## src/rtl/matrix_pkg.sv

```systemverilog
// Shared types, default geometry and timing helpers for the LED matrix scan engine.
package matrix_pkg;

  typedef enum logic [2:0] {
    IDLE      = 3'd0,
    LOAD      = 3'd1,
    SHIFT_COL = 3'd2,
    SHIFT_ROW = 3'd3,
    LATCH     = 3'd4,
    DISPLAY   = 3'd5
  } state_t;

  localparam int unsigned DEF_ROWS     = 16;
  localparam int unsigned DEF_COLS     = 16;
  localparam int unsigned DEF_PWM_BITS = 2;

  localparam int unsigned NSUB = (32'd1 << DEF_PWM_BITS) - 32'd1;
  localparam int unsigned XW   = $clog2(DEF_COLS);
  localparam int unsigned YW   = $clog2(DEF_ROWS);

  function automatic int unsigned nsub_of(input int unsigned pwm_bits);
    return (32'd1 << pwm_bits) - 32'd1;
  endfunction

  // Cycles from one LOAD to the next: load, column shift, row shift, latch, dwell.
  function automatic int unsigned slot_cycles(input int unsigned cols,
                                              input int unsigned clkdiv,
                                              input int unsigned dwell);
    return 32'd1 + 32'd2 * clkdiv * (cols + 32'd1) + clkdiv + dwell;
  endfunction

endpackage

```

## src/rtl/matrix_scan_driver_if.sv

```systemverilog
// Pixel read port plus shift-register pads between the scan engine and the matrix.
interface matrix_scan_driver_if #(
  parameter int unsigned ROWS     = 16,
  parameter int unsigned COLS     = 16,
  parameter int unsigned PWM_BITS = 2
);
  localparam int unsigned X_W = $clog2(COLS);
  localparam int unsigned Y_W = $clog2(ROWS);

  logic [X_W-1:0]      pix_x;
  logic [Y_W-1:0]      pix_y;
  logic [PWM_BITS-1:0] pix_level;
  logic                RCLK;
  logic                RSDI;
  logic                CCLK;
  logic                CSDI;
  logic                LE;
  logic                OEB;

  modport master (
    output pix_x, pix_y, RCLK, RSDI, CCLK, CSDI, LE, OEB,
    input  pix_level
  );

  modport slave (
    input  pix_x, pix_y, RCLK, RSDI, CCLK, CSDI, LE, OEB,
    output pix_level
  );
endinterface

```

## src/rtl/serial_phase_gen.sv

```systemverilog
// CLKDIV divider: strobes the end of the low phase (rise) and of the high phase (done).
module serial_phase_gen #(
  parameter int unsigned CLKDIV = 1
) (
  input  logic clk,
  input  logic reset_n,
  input  logic run,
  output logic rise_c,
  output logic done_c
);
  localparam int unsigned DW = (CLKDIV > 1) ? $clog2(CLKDIV) : 1;

  logic [DW-1:0] cnt;
  logic          high;
  logic          end_c;

  assign end_c  = run && (cnt == DW'(CLKDIV - 1));
  assign rise_c = end_c && !high;
  assign done_c = end_c && high;

  // Restarts at the low phase whenever run drops, so each shift starts aligned.
  always_ff @(posedge clk or negedge reset_n) begin
    if (!reset_n) begin
      cnt  <= '0;
      high <= 1'b0;
    end else if (!run) begin
      cnt  <= '0;
      high <= 1'b0;
    end else if (end_c) begin
      cnt  <= '0;
      high <= ~high;
    end else begin
      cnt <= cnt + DW'(1);
    end
  end
endmodule

```

## src/rtl/matrix_scan_driver.sv

```systemverilog
// Row-slot scan engine: shift columns, step the one-hot row, latch, then dwell with OEB low.
module matrix_scan_driver
  import matrix_pkg::*;
#(
  parameter int unsigned ROWS           = 16,
  parameter int unsigned COLS           = 16,
  parameter int unsigned PWM_BITS       = 2,
  parameter int unsigned CLKDIV         = 1,
  parameter int unsigned DWELL          = 64,
  parameter bit          COL_ACTIVE_LOW = 1'b0
) (
  input  logic                 clk,
  input  logic                 reset_n,
  input  logic                 en,
  matrix_scan_driver_if.master bus,
  output logic                 frame_start,
  output logic                 busy
);
  localparam int unsigned N_SUB   = nsub_of(PWM_BITS);
  localparam int unsigned X_W     = $clog2(COLS);
  localparam int unsigned Y_W     = $clog2(ROWS);
  localparam int unsigned CNT_MAX = (DWELL > COLS) ? DWELL : COLS;
  localparam int unsigned C_W     = $clog2(CNT_MAX + 1);

  state_t              state;
  logic [Y_W-1:0]      row;
  logic [PWM_BITS-1:0] sub;
  logic [C_W-1:0]      cnt;
  logic                run_c;
  logic                rise_c;
  logic                done_c;
  logic                row_last_c;
  logic [Y_W-1:0]      row_next_c;
  logic [PWM_BITS-1:0] sub_next_c;
  logic                col_bit_c;

  assign bus.pix_y = row;
  assign run_c     = (state == SHIFT_COL) || (state == SHIFT_ROW) || (state == LATCH);
  assign col_bit_c = (bus.pix_level > sub) ^ COL_ACTIVE_LOW;

  serial_phase_gen #(.CLKDIV(CLKDIV)) u_phase (
    .clk    (clk),
    .reset_n(reset_n),
    .run    (run_c),
    .rise_c (rise_c),
    .done_c (done_c)
  );

  // Row/subframe successor used at the end of every dwell.
  always_comb begin
    row_last_c = (row == Y_W'(ROWS - 1));
    row_next_c = row_last_c ? '0 : row + Y_W'(1);
    sub_next_c = sub;
    if (row_last_c) begin
      sub_next_c = (sub == PWM_BITS'(N_SUB - 1)) ? '0 : sub + PWM_BITS'(1);
    end
  end

  always_ff @(posedge clk or negedge reset_n) begin
    if (!reset_n) begin
      state       <= IDLE;
      row         <= '0;
      sub         <= '0;
      cnt         <= '0;
      bus.pix_x   <= '0;
      bus.RCLK    <= 1'b0;
      bus.RSDI    <= 1'b0;
      bus.CCLK    <= 1'b0;
      bus.CSDI    <= 1'b0;
      bus.LE      <= 1'b0;
      bus.OEB     <= 1'b1;
      frame_start <= 1'b0;
      busy        <= 1'b0;
    end else begin
      frame_start <= 1'b0;
      case (state)
        IDLE: begin
          if (en) begin
            state       <= LOAD;
            bus.pix_x   <= X_W'(COLS - 1);
            bus.RSDI    <= 1'b1;
            frame_start <= 1'b1;
            busy        <= 1'b1;
          end
        end
        LOAD: begin
          state    <= SHIFT_COL;
          bus.CSDI <= col_bit_c;
          cnt      <= '0;
        end
        // Address moves on CCLK rise; the next column is captured on CCLK fall.
        SHIFT_COL: begin
          if (rise_c) begin
            bus.CCLK <= 1'b1;
            if (bus.pix_x != '0) begin
              bus.pix_x <= bus.pix_x - X_W'(1);
            end
          end
          if (done_c) begin
            bus.CCLK <= 1'b0;
            if (cnt == C_W'(COLS - 1)) begin
              state <= SHIFT_ROW;
            end else begin
              cnt      <= cnt + C_W'(1);
              bus.CSDI <= col_bit_c;
            end
          end
        end
        SHIFT_ROW: begin
          if (rise_c) begin
            bus.RCLK <= 1'b1;
          end
          if (done_c) begin
            bus.RCLK <= 1'b0;
            bus.LE   <= 1'b1;
            state    <= LATCH;
          end
        end
        LATCH: begin
          if (rise_c) begin
            bus.LE  <= 1'b0;
            bus.OEB <= 1'b0;
            cnt     <= '0;
            state   <= DISPLAY;
          end
        end
        // en is only honoured here, so a stop request always finishes the row.
        DISPLAY: begin
          if (cnt == C_W'(DWELL - 1)) begin
            bus.OEB <= 1'b1;
            cnt     <= '0;
            if (en) begin
              state       <= LOAD;
              row         <= row_next_c;
              sub         <= sub_next_c;
              bus.pix_x   <= X_W'(COLS - 1);
              bus.RSDI    <= (row_next_c == '0);
              frame_start <= (row_next_c == '0) && (sub_next_c == '0);
            end else begin
              state    <= IDLE;
              row      <= '0;
              sub      <= '0;
              bus.RSDI <= 1'b0;
              busy     <= 1'b0;
            end
          end else begin
            cnt <= cnt + C_W'(1);
          end
        end
        default: begin
          state <= IDLE;
          busy  <= 1'b0;
        end
      endcase
    end
  end
endmodule

```

## src/flat_wrapper.sv

```systemverilog
// flat-port wrapper written by rule: the top's interface ports become plain ports
module matrix_scan_driver_flat import matrix_pkg::*;
#(
  parameter int unsigned ROWS           = 16,
  parameter int unsigned COLS           = 16,
  parameter int unsigned PWM_BITS       = 2,
  parameter int unsigned CLKDIV         = 1,
  parameter int unsigned DWELL          = 64,
  parameter bit          COL_ACTIVE_LOW = 1'b0
)
  (clk, reset_n, en, frame_start, busy, bus_pix_x, bus_pix_y, bus_RCLK, bus_RSDI, bus_CCLK, bus_CSDI, bus_LE, bus_OEB, bus_pix_level);
  matrix_scan_driver_if #(.ROWS(ROWS), .COLS(COLS), .PWM_BITS(PWM_BITS)) bus_i ();
  input  logic clk;
  input  logic reset_n;
  input  logic en;
  output logic frame_start;
  output logic busy;
  output wire logic [$bits(bus_i.pix_x)-1:0] bus_pix_x;
  output wire logic [$bits(bus_i.pix_y)-1:0] bus_pix_y;
  output wire logic [$bits(bus_i.RCLK)-1:0] bus_RCLK;
  output wire logic [$bits(bus_i.RSDI)-1:0] bus_RSDI;
  output wire logic [$bits(bus_i.CCLK)-1:0] bus_CCLK;
  output wire logic [$bits(bus_i.CSDI)-1:0] bus_CSDI;
  output wire logic [$bits(bus_i.LE)-1:0] bus_LE;
  output wire logic [$bits(bus_i.OEB)-1:0] bus_OEB;
  input wire logic [$bits(bus_i.pix_level)-1:0] bus_pix_level;
  assign bus_pix_x = bus_i.pix_x;
  assign bus_pix_y = bus_i.pix_y;
  assign bus_RCLK = bus_i.RCLK;
  assign bus_RSDI = bus_i.RSDI;
  assign bus_CCLK = bus_i.CCLK;
  assign bus_CSDI = bus_i.CSDI;
  assign bus_LE = bus_i.LE;
  assign bus_OEB = bus_i.OEB;
  assign bus_i.pix_level = bus_pix_level;
  matrix_scan_driver #(.ROWS(ROWS), .COLS(COLS), .PWM_BITS(PWM_BITS), .CLKDIV(CLKDIV), .DWELL(DWELL), .COL_ACTIVE_LOW(COL_ACTIVE_LOW)) u_core (.clk(clk), .reset_n(reset_n), .en(en), .bus(bus_i), .frame_start(frame_start), .busy(busy));
endmodule
```

## config.mk

```make
export PLATFORM = sky130hd
export DESIGN_NAME = matrix_scan_driver_flat
export DESIGN_NICKNAME = d
export VERILOG_FILES = /design/src/rtl/matrix_pkg.sv /design/src/rtl/matrix_scan_driver_if.sv /design/src/rtl/serial_phase_gen.sv /design/src/rtl/matrix_scan_driver.sv /design/src/flat_wrapper.sv
export SDC_FILE = /design/constraint.sdc
export NUM_CORES = 1
export LEC_CHECK = 0
export BUFFER_PORTS_ARGS = -buffer_cell sky130_fd_sc_hd__buf_2
export CAP_MARGIN = 20
export CORE_ASPECT_RATIO = 2
export CORE_MARGIN = 3
export CORE_UTILIZATION = 50
export CTS_CLUSTER_SIZE = 40
export DETAILED_ROUTE_END_ITERATION = 6
export PLACE_DENSITY = 0.8
export SLEW_MARGIN = 20
export SYNTH_ARGS = -nofsm -noshare
export SYNTH_HDL_FRONTEND = slang
export SYNTH_SLANG_ARGS = --single-unit
```

## constraint.sdc

```tcl
create_clock -name clk -period 2.7 [get_ports clk]
set_input_delay 0.135 -clock clk [delete_from_list [all_inputs] [get_ports clk]]
set_output_delay 0.135 -clock clk [all_outputs]
set_load 0.01 [all_outputs]
```

==> run_results.csv <==
group,metric,value,unit
status,outcome,"finished clean",
floorplanning,start_util,52.2,%
layout,drive_gt1_share,15.4,%
sta,hold_viol_final,0,
floorplanning,core,3420,µm²
pwr,ir_drop,627,µV
synth,ys_ff_latch,30,
sta,fin_crit_sh,78.9,%
setup_path,cpPeakStageDelay,0.59,ns
synth,yosysSeqAreaShare,42.2,%
sta,tightestPinTransition,0.684,ns
synth,async_flop_share,100,%
clock_tree,insertion_delay,0.28,ns
hold_path,hp-class,"primary input to register",
layout,diodes,0,
floorplanning,die_h,90.4,µm
sta,slew_viol_final,0,
setup_path,r2r_slack,0.57,ns
global_routing,met2_usage,33.6,%
synth,synth_nets,211,
routing,ant_nets,0,
routing,via_count,1540,
setup_path,worstPathCellList,"or3b_1, a2111o_1, and3_1, a31o_1",
floorplanning,ioPinCount,21,
setup_path,worstPathMaxFanout,18,
synth,synthCells,200,
global_routing,antenna_found_initial,0,
sta,finalClockSkew,0.0104,ns
clock_tree,ctsResizeCount,0,
clock_tree,ctsLongestPathBuffers,2,
layout,fin_nets,231,
routing,drc,0,
clock_tree,cts_made_buffers,5,
sta,setup_viol,0,
global_routing,top_usage_layer,"met2",
synth,syn_area_per_cell,8.91,µm²
setup_path,worstPathRequired,2.88,ns
routing,wire_per_inst,14.2,µm
job,cap_violations,0,
routing,drt_first_pass_iters,4,
setup_path,slowest_stage,"dfrtp_1",
setup_path,cp-start-kind,"register",
placement,place.gp.congestion,0.874,
floorplanning,die_w,48.2,µm
synth,synth_cell_types,49,
global_routing,grt_max_degree,31,
synth,ys_warn_count,0,
routing,via_per_inst,5.72,
layout,design_area,2020,µm²
placement,io_buffer_count,20,
sta,clock.fmax,469,MHz
global_routing,use_met1,24.7,%
global_routing,gr-usage-met3,4.59,%
routing,routed_wl,3810,µm
sta,hold_slack,0.220,ns
placement,placed_area,1920,µm²
sta,min_period,2.13,ns
sta,grt_setup_unrepaired,"false",
sta,final.setup.tns,0,ns
synth,ys.flop_type,"dfrtp_1",
setup_path,worst-path-buf-inv,0,
setup_path,path_class,"register to register",
setup_path,arrival,2.31,ns
floorplanning,dieArea,4360,µm²
setup_path,path_delay_family,"compound AO/OA/AOI/OAI gates",
global_routing,grt_overflow,0,
placement,hpwl,2770,µm
synth,synth-edff-count,0,
clock_tree,clkTransAtPathRegs,0.06,ns
global_routing,grt_first_pass_wirelength,6720,µm
layout,final_cells,269,
pwr,power_leakage,0.912,nW
floorplanning,num_rows,30,
pwr,powerDensity,809,nW/µm²
layout,syn_to_final_growth,13.6,%
layout,fin_util,59.3,%
clock_tree,root_buffer,"clkbuf_8",
clock_tree,tritoncts,"built",
clock_tree,cts_sinks,30,
sta,maxSlewHeadroom,54.4,%
synth,syn_area,1780,µm²
setup_path,end_kind,"register",
layout,fillers,306,
routing,drtIter0Drc,31,
placement,dp.cells,260,
synth,synth_top_cells_by_area,"dfrtp_1, o21ai_0, ha_1, nand2_1, a21oi_1",
global_routing,grt_usage,20.8,%
synth,synth_top_area_cell,"dfrtp_1",
global_routing,grt_pass1_vias,1472,
synth,synth_top_area_share,40.7,%
clock_tree,htree_levels,2,
per-layer routing:
metal	routed length, µm	share of wire, %	vias up
met5	0	0	-
met4	76	2.0	0
met3	82	2.2	8
met2	2130	56	18
met1	1520	40	746
li1	-	-	768
stage by stage:
stage,setup WS [ns],power [W]
finish,0.569,0.00164
global route,0.429,0.00176
CTS,0.563,0.00165
detailed placement,0.567,0.00127
global placement,0.615,0.00126
floorplan,0.770,0.00109
report_power, final:
part           switching [W]  internal [W]  total (W)
sequential          0.000124      0.000548   0.000673
combinational       0.000335      0.000262   0.000597
clock               0.000163      0.000205   0.000368
total               0.000622       0.00102    0.00164
worst min-delay path, cell delays in order:
cell     delay, ns
buf_2         0.17
nand3_1       0.10
nand2_1       0.05
repair_timing:
action,4_1_cts,5_1_grt
hold endpoints to repair,29,0
buffers inserted,0,0
hold buffers,1,0
worst paths after layout:
| check | start | end | cells past startpoint |
|---|---|---|---|
| max | u_core.state[1] | u_core.cnt[1] | 4 |
| max in group asynchronous | reset_n | u_core.u_phase.cnt | 2 |
| max reg2reg | u_core.state[1] | u_core.cnt[1] | 4 |
| min in group asynchronous | reset_n | u_core.bus.pix_x[1] | 2 |
| min | en | u_core.bus.pix_y[1] | 3 |
| min reg2reg | u_core.bus.CCLK | u_core.bus.CCLK | 2 |
cells in the mapped netlist, types with 2 or more instances:
cell type and n:
inv_1 10, ha_1 6, o21ai_0 16, o2bb2ai_1 2
nor3_1 5, a32o_1 3, mux2i_1 5, a21oi_1 11
clkbuf_1 11, nand2b_1 3, a22o_1 2, nand3_1 10
o22ai_1 3, a22oi_1 4, nand3b_1 3, nand2_1 17
nor2b_1 5, a31oi_1 3, a21o_1 2, dfrtp_1 29
nor2_1 13, and3_1 3, o21bai_1 5, nand4_1 3
and3b_1 2
cell families after synthesis:
| logic type | share of synthesized area, % |
|---|---|
| buffers and inverters | 4.42 |
| flip-flops | 42.2 |
| multiplexers | 3.44 |
| other | 0.210 |
| AO/OA/AOI/OAI | 23.7 |
| AND/OR/NAND/NOR | 21.8 |
| adder cells (fa/ha/maj) | 4.21 |
cell type report:
type	count	area, µm²	area share (%)
clock buffer	7	86.3	4.26
multi-input combinational	149	951	47.0
sequential	30	752	37.1
tap	48	60.1	2.97
inverter	10	37.5	1.85
timing repair buffer	24	133	6.55
clock inverter	1	5.00	0.247
registers in the layout, summed over array words and instances, names as in the netlist, 2 cells and up:
| register | cells |
|---|---|
| u_core.cnt | 7 |
| u_core.bus.pix_x | 4 |
| u_core.bus.pix_y | 4 |
| u_core.state | 3 |
| u_core.sub | 2 |
cells in the final DEF (no fill, tap or decap), types with 4 or more instances in the layout:
cell type	count
nor2_1	13
a21oi_1	11
ha_1	6
o21bai_1	5
clkbuf_8	6
nor2b_1	5
o21ai_0	16
nand3_1	10
inv_1	10
nor3_1	5
nand2_1	17
dfrtp_1	29
a22oi_1	4
mux2i_1	5
buf_2	20
(Power assumes the default switching activity.)
